$ cat src/rtl/pipeline_muldiv_unit_if.sv
// Operation bus between the EX-stage hazard/issue logic and pipeline_muldiv_unit.
// The master side issues operations; the slave side is the iterative unit.
interface pipeline_muldiv_unit_if #(
   parameter int WIDTH = 32
);
   // Handshake: start is sampled on any posedge where the unit is not in RUN and
   // flush is low; that edge accepts opA/opB/op, which are don't-care afterwards.
   // busy is high for every RUN cycle. done is a one-cycle pulse, and result holds
   // its value from done until the next accepted start. A start raised in the done
   // cycle is accepted immediately. stall is busy, or start while not running.
   logic                   start;
   logic [1:0]             op;
   logic [WIDTH-1:0]       opA;
   logic [WIDTH-1:0]       opB;
   logic                   flush;
   logic                   busy;
   logic                   done;
   logic                   stall;
   logic [2*WIDTH-1:0]     result;
   logic [1:0]             dbgState;

   modport master (
      output start, op, opA, opB, flush,
      input  busy, done, stall, result, dbgState
   );

   modport slave (
      input  start, op, opA, opB, flush,
      output busy, done, stall, result, dbgState
   );
endinterface

$ cat src/rtl/pipeline_muldiv_unit.sv
// Iterative radix-2 multiply unit (shift-add), with restoring divide when the
// MULDIV_DIV_EN macro is defined. One iteration per cycle, WIDTH cycles per operation.
module pipeline_muldiv_unit #(
   parameter int WIDTH = 32,
   parameter int CNT_W = 6
) (
   input logic                  clk,
   input logic                  reset,
   pipeline_muldiv_unit_if.slave bus
);

   typedef enum logic [1:0] {
      IDLE = 2'd0,
      RUN  = 2'd1,
      DONE = 2'd2
   } stateT;

   stateT              stateQ;
   stateT              stateNext;
   logic [CNT_W-1:0]   count;
   logic [WIDTH-1:0]   hiReg;
   logic [WIDTH-1:0]   loReg;
   logic [WIDTH-1:0]   mcand;
   logic               negRes;
   logic [2*WIDTH-1:0] resultReg;

   logic               negA;
   logic               negB;
   logic [WIDTH-1:0]   magA;
   logic [WIDTH-1:0]   magB;
   logic               accept;
   logic               step;
   logic               lastStep;

   logic [WIDTH:0]     mulSum;
   logic [WIDTH-1:0]   stepHi;
   logic [WIDTH-1:0]   stepLo;
   logic [2*WIDTH-1:0] prodMag;
   logic [2*WIDTH-1:0] finalRes;

`ifdef MULDIV_DIV_EN
   logic               isDiv;
   logic               negRem;
   logic [WIDTH:0]     remShift;
   logic [WIDTH-1:0]   remSub;
   logic               divGe;
   logic [WIDTH-1:0]   quotFinal;
   logic [WIDTH-1:0]   remFinal;
`else
   logic               unusedOpDiv;
   assign unusedOpDiv = bus.op[1];
`endif

   // Signed operands are reduced to magnitudes; MIN maps to 2**(WIDTH-1), which
   // still fits as an unsigned WIDTH-bit value.
   assign negA = bus.op[0] & bus.opA[WIDTH-1];
   assign negB = bus.op[0] & bus.opB[WIDTH-1];
   assign magA = negA ? -bus.opA : bus.opA;
   assign magB = negB ? -bus.opB : bus.opB;

   assign accept   = (stateQ != RUN) & bus.start & ~bus.flush;
   assign step     = (stateQ == RUN) & ~bus.flush;
   assign lastStep = step & (count == CNT_W'(WIDTH - 1));

   always_comb begin
      stateNext = stateQ;
      case (stateQ)
         IDLE:    if (accept) stateNext = RUN;
         RUN: begin
            if (bus.flush)     stateNext = IDLE;
            else if (lastStep) stateNext = DONE;
         end
         DONE:    stateNext = accept ? RUN : IDLE;
         default: stateNext = IDLE;
      endcase
   end

   // hiReg/loReg hold {partial product, multiplier} for a multiply and
   // {partial remainder, dividend/quotient} for a divide.
   always_comb begin
      mulSum = {1'b0, hiReg} + (loReg[0] ? {1'b0, mcand} : {(WIDTH+1){1'b0}});
      stepHi = mulSum[WIDTH:1];
      stepLo = {mulSum[0], loReg[WIDTH-1:1]};
`ifdef MULDIV_DIV_EN
      remShift = {hiReg, loReg[WIDTH-1]};
      divGe    = (remShift >= {1'b0, mcand});
      remSub   = remShift[WIDTH-1:0] - mcand;
      if (isDiv) begin
         stepHi = divGe ? remSub : remShift[WIDTH-1:0];
         stepLo = {loReg[WIDTH-2:0], divGe};
      end
`endif
   end

   always_comb begin
      prodMag  = {stepHi, stepLo};
      finalRes = negRes ? -prodMag : prodMag;
`ifdef MULDIV_DIV_EN
      quotFinal = negRes ? -stepLo : stepLo;
      remFinal  = negRem ? -stepHi : stepHi;
      if (isDiv) finalRes = {remFinal, quotFinal};
`endif
   end

   always_ff @(posedge clk) begin
      if (reset) begin
         stateQ    <= IDLE;
         count     <= '0;
         hiReg     <= '0;
         loReg     <= '0;
         mcand     <= '0;
         negRes    <= 1'b0;
         resultReg <= '0;
`ifdef MULDIV_DIV_EN
         isDiv     <= 1'b0;
         negRem    <= 1'b0;
`endif
      end else begin
         stateQ <= stateNext;
         if (accept) begin
            count  <= '0;
            hiReg  <= '0;
            mcand  <= magA;
            loReg  <= magB;
            negRes <= negA ^ negB;
`ifdef MULDIV_DIV_EN
            isDiv  <= bus.op[1];
            negRem <= bus.op[1] & negA;
            if (bus.op[1]) begin
               mcand  <= magB;
               loReg  <= magA;
               // Divide by zero leaves the all-ones quotient uncorrected.
               negRes <= (negA ^ negB) & (bus.opB != '0);
            end
`endif
         end else if (step) begin
            count <= count + CNT_W'(1);
            hiReg <= stepHi;
            loReg <= stepLo;
            if (lastStep) resultReg <= finalRes;
         end
      end
   end

   assign bus.busy     = (stateQ == RUN);
   assign bus.done     = (stateQ == DONE);
   assign bus.stall    = (stateQ == RUN) | (bus.start & (stateQ != RUN));
   assign bus.result   = resultReg;
   assign bus.dbgState = stateQ;

endmodule

$ cat src/flat_wrapper.sv
// flat-port wrapper written by rule: the top's interface ports become plain ports
module pipeline_muldiv_unit_flat 
#(
   parameter int WIDTH = 32,
   parameter int CNT_W = 6
)
  (clk, reset, bus_start, bus_op, bus_opA, bus_opB, bus_flush, bus_busy, bus_done, bus_stall, bus_result, bus_dbgState);
  pipeline_muldiv_unit_if #(.WIDTH(WIDTH)) bus_i ();
  input logic clk;
  input logic reset;
  input wire logic [$bits(bus_i.start)-1:0] bus_start;
  input wire logic [$bits(bus_i.op)-1:0] bus_op;
  input wire logic [$bits(bus_i.opA)-1:0] bus_opA;
  input wire logic [$bits(bus_i.opB)-1:0] bus_opB;
  input wire logic [$bits(bus_i.flush)-1:0] bus_flush;
  output wire logic [$bits(bus_i.busy)-1:0] bus_busy;
  output wire logic [$bits(bus_i.done)-1:0] bus_done;
  output wire logic [$bits(bus_i.stall)-1:0] bus_stall;
  output wire logic [$bits(bus_i.result)-1:0] bus_result;
  output wire logic [$bits(bus_i.dbgState)-1:0] bus_dbgState;
  assign bus_i.start = bus_start;
  assign bus_i.op = bus_op;
  assign bus_i.opA = bus_opA;
  assign bus_i.opB = bus_opB;
  assign bus_i.flush = bus_flush;
  assign bus_busy = bus_i.busy;
  assign bus_done = bus_i.done;
  assign bus_stall = bus_i.stall;
  assign bus_result = bus_i.result;
  assign bus_dbgState = bus_i.dbgState;
  pipeline_muldiv_unit #(.WIDTH(WIDTH), .CNT_W(CNT_W)) u_core (.clk(clk), .reset(reset), .bus(bus_i));
endmodule
$ cat config.mk
export PLATFORM = sky130hd
export DESIGN_NAME = pipeline_muldiv_unit_flat
export DESIGN_NICKNAME = d
export VERILOG_FILES = /design/src/rtl/pipeline_muldiv_unit_if.sv /design/src/rtl/pipeline_muldiv_unit.sv /design/src/flat_wrapper.sv
export SDC_FILE = /design/constraint.sdc
export NUM_CORES = 1
export LEC_CHECK = 0
export BUFFER_PORTS_ARGS = -buffer_cell sky130_fd_sc_hd__buf_2
export CELL_PAD_IN_SITES_DETAIL_PLACEMENT = 1
export CELL_PAD_IN_SITES_GLOBAL_PLACEMENT = 1
export CORE_MARGIN = 4
export CORE_UTILIZATION = 35
export DETAILED_ROUTE_END_ITERATION = 10
export PLACE_DENSITY_LB_ADDON = 0.1
export SLEW_MARGIN = 30
export SYNTH_ARGS = -nofsm -noshare
export SYNTH_HDL_FRONTEND = slang
export SYNTH_SLANG_ARGS = --single-unit
$ cat constraint.sdc
create_clock -name clk -period 5.8 [get_ports clk]
set_input_delay 0.87 -clock clk [delete_from_list [all_inputs] [get_ports clk]]
set_output_delay 0.87 -clock clk [all_outputs]
set_load 0.02 [all_outputs]
---- Word-level counts from Yosys, hierarchy flattened ----
Index checks and enable logic that the tools add are counted.
cells by class
  reduce and logical (&&, ||, !) cells .... 5
  mux-type cells .......................... 11
  bitwise operators ....................... 10
  eq/ne operators ......................... 6
  add/sub/neg operators ................... 5
operators with widths
  cell                                                              count
  32-bit two-way mux                                                5
  64-bit two-way mux                                                1
  32-bit negator                                                    2
  64-bit negator                                                    1
  32-bit by 33-bit adder with 33-bit output                         1
  6-bit by 1-bit adder with 6-bit output (second input constant)    1
  1-bit AND                                                         6
  6-bit by 5-bit == test with 1-bit output (second input constant)  1
  2-bit two-way mux                                                 3
  2-bit one-hot mux with 3 select lines                             1
  2-bit by 1-bit != test with 1-bit output (second input constant)  2
  3-bit by 2-bit != test with 1-bit output (second input constant)  1
  3-bit AND reduction                                               1
  2-bit by 1-bit == test with 1-bit output (second input constant)  1
  2-bit == test (second input constant)                             1
  2-bit logical NOT                                                 1
  1-bit inverter                                                    2
  2-bit AND reduction                                               1
  2-bit nonzero test                                                1
  2-bit OR reduction                                                1
  1-bit two-way mux                                                 1
  1-bit bitwise OR                                                  1
  1-bit bitwise XOR                                                 1
word-level totals
  input port bits ......................... 70
  bits in registers ....................... 169
  output and inout port bits .............. 69

---- Depth between registers and ports, before layout ----
Gate-level depths: netlist of the first run.
  word-level depth ........................ 6
  depth in mapped cells ................... 16

---- Worst setup path before layout of the first run ----
OpenSTA, ideal clock, no wires.
  path type ............................... reg-to-reg
  start ................................... register u_core.loReg[0]
  end ..................................... register u_core.resultReg[60], in the netlist u_core.bus.result[60]
  path buffers ............................ 2
  setup slack ............................. 1702 ps
  setup time .............................. 74 ps
  arrival ................................. 4024 ps
  cell stages (with the launch flop) ...... 17
  period minus slack after synthesis ...... 4098 ps
  cells stage by stage .................... dfxtp_1 -> clkbuf_1 -> and2_1 -> ha_1 -> inv_1 -> fa_1 -> nand2b_1 -> a211o_1 -> a31oi_2 -> a211oi_1 -> or4_1 -> buf_2 -> or4_4 -> nor2_2 -> nand3_1 -> or4_1 -> a31oi_1
on the way
  longest elaborated chain between the ends .. 4
ends and longest elaborated chain
  item                                         line                         RTL
  start: declaration                           pipeline_muldiv_unit.sv:22   logic [WIDTH-1:0] loReg;
  start signal: assignment                     pipeline_muldiv_unit.sv:124  loReg <= magB;
  start signal: assignment                     pipeline_muldiv_unit.sv:139  loReg <= stepLo;
  32-bit two-way mux *                         pipeline_muldiv_unit.sv:81   mulSum = {1'b0, hiReg} + (loReg[0] ? {1'b0, mcand} : {(WIDTH+1){1'b0}});
  32-bit by 33-bit adder with 33-bit output *  pipeline_muldiv_unit.sv:81
  64-bit negator                               pipeline_muldiv_unit.sv:97   finalRes = negRes ? -prodMag : prodMag;
  64-bit two-way mux *                         pipeline_muldiv_unit.sv:97
  end signal: assignment                       pipeline_muldiv_unit.sv:140  if (lastStep) resultReg <= finalRes;
  end: declaration                             pipeline_muldiv_unit.sv:25   logic [2*WIDTH-1:0] resultReg;
Mark *: on every way between the ends. The rest lies on a longest branch, timed or not.
A chain may end at the register's enable or synchronous reset.

---- Worst setup path in the final report of the first run ----
  start ................................... register u_core.loReg[0]
  end ..................................... register u_core.resultReg[59], in the netlist u_core.bus.result[59]
The elaborated chain is that of the path after synthesis.

==> metrics.txt, run 1 <==
vias in the first global route 10.7k; grt met2 use 0.321; Die Ht approximately 190 um; Clock Pin Slew Worst Setup and Hold Paths around 0.070 ns; num ports around 140; mux share of post-synthesis cell area 0.00650; Overall Global Routing Usage 0.218; total global routing overflow 0; DRT Wirelength 37.5 mm; Layout area overhead 14.2%; Post-Syn Instances 1459; yosys warns 0; GR Util met3 0.0291; setup TNS 0 ns; wire length per cell about 19 um; via/cell ratio 5.58; CTS Buffer Depth 2; P_sw 844 uW; DRC Markers 0; Initial Util 0.357; Worst VDD drop ~200 uV; FMAX roughly 220 MHz; WS Path Type flip-flop to flip-flop; top cells by area, synth dfxtp_1 31%, xor2_1 6.7%, nand2_1 6.2%; layout cells sized above 1 0.134; Adder-Cell Fraction of Synth Area 0.0429; global-route wire length before repair ~60 mm; Worst Setup End Kind flip-flop; most frequent cells in the layout 182 x nand2_1, 174 x nor2_1, 168 x dfxtp_1; Simple-Gate Fraction of Synth Area 0.245; busiest grt layer met1; P_leak around 0.0047 uW; worst hold path class flip-flop to flip-flop; sequential-to-total area share from yosys stat 0.308; combinational power share 0.135; Starting DRT DRC Count 678; final worst setup slack between 1 and 1.5 ns; largest net degree at the start of global routing 83; Post-CTS Resized 0; P per Cell Area between 200 and 250 nW/um2; Post-CTS Setup Inserts 0; CTS tree built; TritonCTS Buffers 17; post-synth cell types 74; EDFF count, synth 0; pre-CTS setup slack approximately 1.3 ns; CP max FO 31; DR vias between 10k and 15k; largest family of logic cells by synthesized area compound AO/OA/AOI/OAI gates; worst slew pin tran about 0.9 ns; DP HPWL roughly 29 mm; Placer Congestion a little under 0.9; synthesis-stage register bit count approximately 170; final setup vio count 0; Layout Skew 0.0106 ns; Antenna Violating Nets Remaining 0; Root Buffer clkbuf_16; Final period util 0.788; Total Die Area approximately 34000 um2; CP arrival slightly below 5 ns; prevailing post-synth register cell dfxtp_1; met1 Resource Use GR 0.338; Final Slew Violations 0; Die W between 150 and 200 um; max cap viols 0; Fin. Hold Viols 0; Port Buffers about 140; cell area after synthesis 11000 um2; biggest area consumer among synthesized cells dfxtp_1; top-area cell type share of the netlist area 0.308; run status finished clean; CTS hold repair buffers 0; initial antenna violation count 0; Worst EP required around 6.1 ns; Syn Nets 1566; post-route minimum period between 4 and 5 ns; CTS sink cnt about 170; Critical Path Source Type flip-flop; XOR/XNOR Fraction of Synth Area 0.105; RSZ-0062 raised after global routing no; Post-Syn Area per Cell roughly 7.5 um2; commonest non-fill, non-tap cell in the layout nand2_1; Synth Area in Compound Gates 0.251; Clock Power Share 0.424; row cnt 64; Cell Int Power about 2000 uW; Fill cells 3819; Final nets ~1.6k; Initial DRT Pass Iterations 5; Hold Slack 0.450 ns; Post-synth ARST share 0; Slew headroom 0.389; Sequential Power Share 0.441; later-pin clock latency in the skew report 0.45 ns; Net Sw Frac 0.299; core area approximately 31000 um2; H-tree levels 4
cell usage after synthesis (all sizes together) (26+ instances only):
cell type / count
a21oi: 135
o221ai: 26
a211oi: 79
and2: 42
xor2: 84
o21ai: 56
nor2: 176
ha: 36
inv: 27
nor3: 41
dfxtp: 169
clkbuf: 83
xnor2: 48
nand2: 182
kinds of logic (layout without fill, tap and decap cells):
group           Yosys count  count (layout)
xor+xnor                132             132
simple gates            576             576
buf+inv                 120             211
flops                   169             169
fa+ha+maj                37              37
mux                       7               7
other cells               0               1
compound gates          418             418
final timing paths:
kind | start | end | slack, ns | depth (start not counted)
min reg2reg | u_core.bus.result[32]$_SDFFE_PP0P_ | u_core.bus.result[32]$_SDFFE_PP0P_ | 0.45 | 2
min | u_core.bus.result[32]$_SDFFE_PP0P_ | u_core.bus.result[32]$_SDFFE_PP0P_ | 0.45 | 2
max reg2reg | u_core.loReg[0]$_SDFFE_PP0P_ | u_core.bus.result[59]$_SDFFE_PP0P_ | 1.23 | 13
max | u_core.loReg[0]$_SDFFE_PP0P_ | u_core.bus.result[59]$_SDFFE_PP0P_ | 1.23 | 13
power by group through the flow:
stage | Sequential, uW | Combinational [uW] | Clock, uW
5_1_grt | 1250 | 426 | 1270
4_1_cts | 1240 | 383 | 1220
2_1_floorplan | 1250 | 260 | 0
3_5_place_dp | 1270 | 382 | 0
3_3_place_gp | 1270 | 374 | 0
6_report | 1240 | 380 | 1190
critical path, cell delays in order, from the launching register on:
cell	delay, ns
dfxtp_1	0.35
buf_4	0.25
and2_1	0.25
ha_1	0.34
a21oi_1	0.34
o21ai_0	0.21
a21oi_1	0.33
nand3_1	0.14
xnor2_1	0.27
nor4_2	0.70
nand4b_1	0.29
o41ai_1	0.46
xor2_1	0.35
a211oi_1	0.12
final cells by class:
| cell class | instances | area, um2 | share of cell area |
|---|---|---|---|
| Sequential cell | 169 | 3380 | 0.270 |
| Tap cell | 396 | 495 | 0.0395 |
| Multi-Input combinational cell | 1170 | 7160 | 0.571 |
| Clock inverter | 15 | 163 | 0.0130 |
| Timing Repair Buffer | 152 | 801 | 0.0639 |
| Inverter | 27 | 101 | 0.00809 |
| Antenna cell | 1 | 2.50 | 0.000200 |
| Clock buffer | 17 | 425 | 0.0339 |
stage by stage:
step | instance area, um2 | cells | util | total power (uW)
after floorplan | 11000 | 1459 | - | 1510
after global placement | 11900 | 1914 | 0.388 | 1640
after detailed placement | 11900 | 1914 | 0.388 | 1650
after CTS | 12500 | 1946 | 0.408 | 2850
after global routing | 12500 | 1946 | 0.408 | 2950
final | 12500 | 1947 | 0.408 | 2820
per-layer routing:
metal	routed length, um	share of wire
met5	0	0
met4	362	0.0097
met3	1650	0.044
met2	15500	0.41
met1	19900	0.53
state kept, by name, summed over array words and instances (netlist names):
name and cells:
u_core.mcand 32, u_core.negRes 1, u_core.bus.dbgState 2, u_core.count 6
u_core.bus.result 64, u_core.hiReg 32, u_core.loReg 32
Power figures use the tool's default switching activity.
==> run 2: changes to the inputs <==
clock period = 3.7 ns   (was 5.8 ns; I/O delays follow)
==> metrics.txt, run 2 (synthesis results as in run 1) <==
run status finished, violations left; failing checks negative setup slack; total global routing overflow 0 (unchanged); ANT cells 0 (-1); Die W 185 um (unchanged); Layout Skew 0.0174 ns (+0.00681 ns); Final period util 1.03 (+0.245); core area 30700 um2 (unchanged); Antenna Violating Nets Remaining 0 (unchanged); post-route minimum period 3.82 ns (-0.749 ns); max cap viols 0 (unchanged); combinational power share 0.171 (+0.036); DR vias 11.7k (+8.0%); num ports 139 (unchanged); DRC Markers 0 (unchanged); DRT Wirelength 41.3 mm (+10%); Overall Global Routing Usage 0.235 (+0.0178); Starting DRT DRC Count 650 (-4.1%); CTS sink cnt 169 (unchanged); CP dominant cell by count or4_4; Net Sw Frac 0.306 (+0.00703); wire length per cell 19.2 um (about the same); Design Power 4490 uW (+59%); Fin. Hold Viols 0 (unchanged); P_sw 1370 uW (+63%); initial antenna violation count 1 (+1); R2R depth 15 (+2); global-route wire length before repair 63.9 mm (+7.1%); most frequent cells in the layout 208 x buf_4, 179 x nand2_1, 172 x nor2_1; FMAX 262 MHz (+20%); CTS tree built; layout cells sized above 1 0.292 (+0.158); number of flip-flops in the largest register 64 (unchanged); P per Cell Area 303 nW/um2 (+35%); Layout area overhead 34.8%; Slew headroom 0.380 (-0.00924); Die Ht 185 um (unchanged); CP arrival 4.20 ns (-0.66 ns); TritonCTS Buffers 17 (unchanged); row cnt 64 (unchanged); final worst setup slack -0.119 ns (-1.35 ns); CP max FO 6 (-81%); commonest non-fill, non-tap cell in the layout buf_4; WS Path Type flip-flop to flip-flop; Placer Congestion 0.872 (+0.63%); worst slew pin tran 0.930 ns (+0.0200 ns); CP peak stage delay 0.53 ns (-0.17 ns); H-tree levels 4 (unchanged); Cell Int Power 3110 uW (+58%); worst hold path class input port to flip-flop; Clock Pin Slew Worst Setup and Hold Paths 0.08 ns (about the same); Root Buffer clkbuf_16; CTS Buffer Depth 2 (unchanged); vias in the first global route 11.6k (+8.5%); Initial Util 0.357 (unchanged); Final nets 1843 (+12%); CP Cell Sequence and2_4 -> ha_4 -> inv_2 -> fa_2 -> nand2b_4 -> a211o_4 -> a31oi_4 -> a211oi_2 -> or4_4 -> buf_6 -> or4_4 -> nor2_4 -> nand3_2 -> or4_4 -> a31oi_1; Worst VDD drop 321 uV (+60%); P_leak 0.00582 uW (+23%); Slowest cell on crit path or4_4; Clock Power Share 0.398 (-0.026); Sequential Power Share 0.430 (-0.011); Final Slew Violations 0 (unchanged); Initial DRT Pass Iterations 5 (unchanged); Worst Setup End Kind flip-flop; multi-input logic area 7910 um2 (+10%); DP HPWL 31.8 mm (+12%); Hold Path Depth 3 (+1); largest net degree at the start of global routing 87 (+4.8%); Port Buffers 137 (unchanged); Reg area 3390 um2 (about the same); RSZ-0062 raised after global routing yes; final setup vio count 10 (+10); later-pin clock latency in the skew report 0.44 ns (about the same); CTS hold repair buffers 0 (unchanged); Fill cells 3799 (-0.52%); Worst EP required 4.08 ns (-2.01 ns); Critical Path Source Type flip-flop; Total Die Area 34300 um2 (unchanged); Hold Slack 0.374 ns (-0.0762 ns); via/cell ratio 5.47 (-2.0%)
[run 2: worst paths after layout]
check	start	end	slack (ns)
setup / recovery	u_core.loReg[0]$_SDFFE_PP0P_	u_core.bus.result[60]$_SDFFE_PP0P_	-0.12
hold / removal	bus_opA[0]	u_core.mcand[0]$_SDFFE_PP0P_	0.37
setup reg to reg	u_core.loReg[0]$_SDFFE_PP0P_	u_core.bus.result[60]$_SDFFE_PP0P_	-0.12
hold reg to reg	u_core.bus.result[30]$_SDFFE_PP0P_	u_core.bus.result[30]$_SDFFE_PP0P_	0.46
[run 2: final cells by class]
class / count / share of cell area
Clock inverter: 10 / 0.00567
Multi-Input combinational cell: 1170 / 0.535
Timing Repair Buffer: 351 / 0.158
Sequential cell: 169 / 0.229
Clock buffer: 22 / 0.0321
Inverter: 27 / 0.00685
Tap cell: 396 / 0.0335
[run 2: through the flow]
step / worst slack (ns) / utilization / area [um2] / setup TNS [ns] / std cells
2_1_floorplan: -0.00853 / - / 11100 / -0.00982 / 1459
3_3_place_gp: -0.236 / 0.437 / 13400 / -2.53 / 2102
3_5_place_dp: -0.335 / 0.437 / 13400 / -3.50 / 2102
4_1_cts: -0.0694 / 0.471 / 14500 / -0.256 / 2141
5_1_grt: -0.250 / 0.481 / 14800 / -2.24 / 2145
6_report: -0.119 / 0.481 / 14800 / -0.389 / 2145
[run 2: power by group through the flow]
| stage | Clock, uW | Sequential (uW) | Combinational [uW] |
|---|---|---|---|
| after CTS | 1810 | 1930 | 753 |
| after detailed placement | 0 | 1970 | 729 |
| after global placement | 0 | 1970 | 711 |
| after floorplan | 0 | 1950 | 413 |
| after global routing | 1900 | 1930 | 843 |
| final | 1790 | 1930 | 769 |
[run 2: timing repair]
action	CTS	global route
cloned	0	0
gates resized for setup	87	56
setup endpoints to repair	17	17
buffers inserted	7	5
pin swaps	20	23
[run 2: worst max-delay path, delay by kind of cell, from the launching register on]
kind | cells | cell delay (ns)
fa+ha+maj | 2 | 0.46
buf+inv | 2 | 0.19
flops | 1 | 0.36
compound gates | 4 | 0.82
simple gates | 7 | 1.92
[run 2: metal layers]
metal | wire [um] | share of wire | track usage | vias to the layer above
met3 | 1660 | 0.040 | 0.0340 | 35
met1 | 21400 | 0.52 | 0.358 | 5679
met4 | 553 | 0.013 | 0.0461 | 0
met5 | 0 | 0 | 0 | -
met2 | 17700 | 0.43 | 0.355 | 225
li1 | - | - | - | 5796
==> run 3: changes to the inputs <==
REMOVE_ABC_BUFFERS = 1   (was not set)
==> metrics.txt, run 3 (synthesis results as in run 1) <==
layout cells sized above 1 0.259 (-0.0332); Critical Path Source Type flip-flop; via/cell ratio 5.52 (+0.87%); Clock Pin Slew Worst Setup and Hold Paths 0.07 ns (about the same); TritonCTS Buffers 17 (unchanged); Fill cells 3783 (-0.42%); DRC Markers 0 (unchanged); failing checks negative setup slack; later-pin clock latency in the skew report 0.46 ns (+0.02 ns); Die W 185 um (unchanged); number of flip-flops in the largest register 64 (unchanged); CP max FO 4 (-2); Worst VDD drop 333 uV (+3.6%); CTS tree built; Worst EP required 4.09 ns (about the same); Layout area overhead 31.6%; Die Ht 185 um (unchanged); CTS Buffer Depth 2 (unchanged); Final period util 1.02 (-0.0162); CP arrival 4.15 ns (-0.05 ns); area post-placement 13100 um2 (-2.7%); RSZ-0062 raised after global routing yes; CTS sink cnt 169 (unchanged); Port Buffers 137 (unchanged); largest net degree at the start of global routing 103 (+18%); Initial Util 0.357 (unchanged); post-route minimum period 3.76 ns (-0.0600 ns); DR vias 11.7k (-0.40%); Non-Filler Instances 2118 (-1.3%); post-route cell area 14400 um2 (-2.3%); worst slew pin tran 0.916 ns (-0.0144 ns); run status finished, violations left; Final nets 1817 (-1.4%); Root Buffer clkbuf_16; total global routing overflow 0 (unchanged); Worst Setup End Kind flip-flop; core area 30700 um2 (unchanged); max cap viols 0 (unchanged); worst hold path class input port to flip-flop; commonest non-fill, non-tap cell in the layout nand2_1; Overall Global Routing Usage 0.232 (-0.00325); Antenna Violating Nets Remaining 0 (unchanged); Total Die Area 34300 um2 (unchanged); H-tree levels 4 (unchanged); dpl cells 2063 (-1.9%); Starting DRT DRC Count 577 (-11%); WS Path Type flip-flop to flip-flop; FMAX 266 MHz (+1.6%); row cnt 64 (unchanged); final setup vio count 5 (-5); Placer Congestion 0.879 (+0.81%); Core Util, Final 0.470 (-0.0111); wire length per cell 19.2 um (-0.22%); Initial DRT Pass Iterations 5 (unchanged); initial antenna violation count 0 (-1); P per Cell Area 323 nW/um2 (+6.3%); Fin. Hold Viols 0 (unchanged); most frequent cells in the layout 181 x nand2_1, 174 x buf_4, 172 x nor2_1; vias in the first global route 11.7k (+0.95%); Slew headroom 0.390 (+0.00960); ANT cells 0 (unchanged); P_leak 0.00569 uW (-2.2%); DRT Wirelength 40.7 mm (-1.5%); DP HPWL 29.7 mm (-6.5%); Layout Skew 0.0106 ns (-0.00675 ns); global-route wire length before repair 63.2 mm (-1.1%); Final Slew Violations 0 (unchanged); final worst setup slack -0.0594 ns (+0.0600 ns); num ports 139 (unchanged)
-- run 3: path summary, 6_finish.rpt --
check	from	to	slack (ns)	cells after the start
worst max register to register	u_core.loReg[0]$_SDFFE_PP0P_	u_core.bus.result[60]$_SDFFE_PP0P_	-0.06	16
worst min register to register	u_core.bus.result[26]$_SDFFE_PP0P_	u_core.bus.result[26]$_SDFFE_PP0P_	0.45	2
worst max-delay path	u_core.loReg[0]$_SDFFE_PP0P_	u_core.bus.result[60]$_SDFFE_PP0P_	-0.06	16
worst min-delay path	bus_opA[0]	u_core.mcand[0]$_SDFFE_PP0P_	0.35	3
-- run 3: what timing repair did --
| item | in CTS | in global routing |
|---|---|---|
| pin swaps | 22 | 36 |
| endpoints found under the setup margin | 22 | 20 |
| buffers inserted | 7 | 17 |
| hold buffers | 0 | 0 |
| gates resized for setup | 59 | 60 |
-- run 3: critical path, cell delays in order, from the launching register on --
cell      delay, ns
dfxtp_2        0.34
and2_4         0.15
ha_4           0.13
inv_2          0.03
fa_2           0.33
nand2b_4       0.15
a211o_4        0.35
buf_6          0.14
a211o_4        0.37
a31oi_4        0.20
buf_6          0.13
buf_6          0.10
xnor2_4        0.11
nand2b_1       0.12
or3_4          0.39
or4_1          0.47
a31oi_1        0.16
-- run 3: where the power goes --
part	total, uW	internal (uW)	switching [uW]
combinational	745	303	441
sequential	1930	1870	58.5
clock	1980	1170	817
-- run 3: metal layers --
layer,global-route usage,vias up,wire length (um)
li1,-,5750,-
met1,0.317,5680,19100
met2,0.377,215,19000
met3,0.0412,43,1730
met4,0.0684,0,842
met5,0,-,0
-- run 3: final cells by class --
| class | count | area [um2] | share of cell area |
|---|---|---|---|
| clock inverters | 10 | 169 | 0.0117 |
| well taps | 396 | 495 | 0.0343 |
| inverters | 27 | 101 | 0.00702 |
| repair buffers | 325 | 2160 | 0.150 |
| clock buffers | 21 | 460 | 0.0319 |
| multi-input cells | 1170 | 7670 | 0.531 |
| flip-flops and latches | 169 | 3390 | 0.234 |
-- run 3: through the flow --
| stage | total power (uW) | setup slack, ns | hold WS, ns | TNS [ns] |
|---|---|---|---|---|
| 2_1_floorplan | 2330 | -2.43 | 0.426 | -195.65 |
| 3_3_place_gp | 2640 | -0.229 | 0.440 | -1.65 |
| 3_5_place_dp | 2660 | -0.451 | 0.443 | -3.84 |
| 4_1_cts | 4660 | -0.0179 | 0.323 | -0.0279 |
| 5_1_grt | 4850 | -0.178 | 0.363 | -1.66 |
| 6_report | 4660 | -0.0594 | 0.349 | -0.139 |
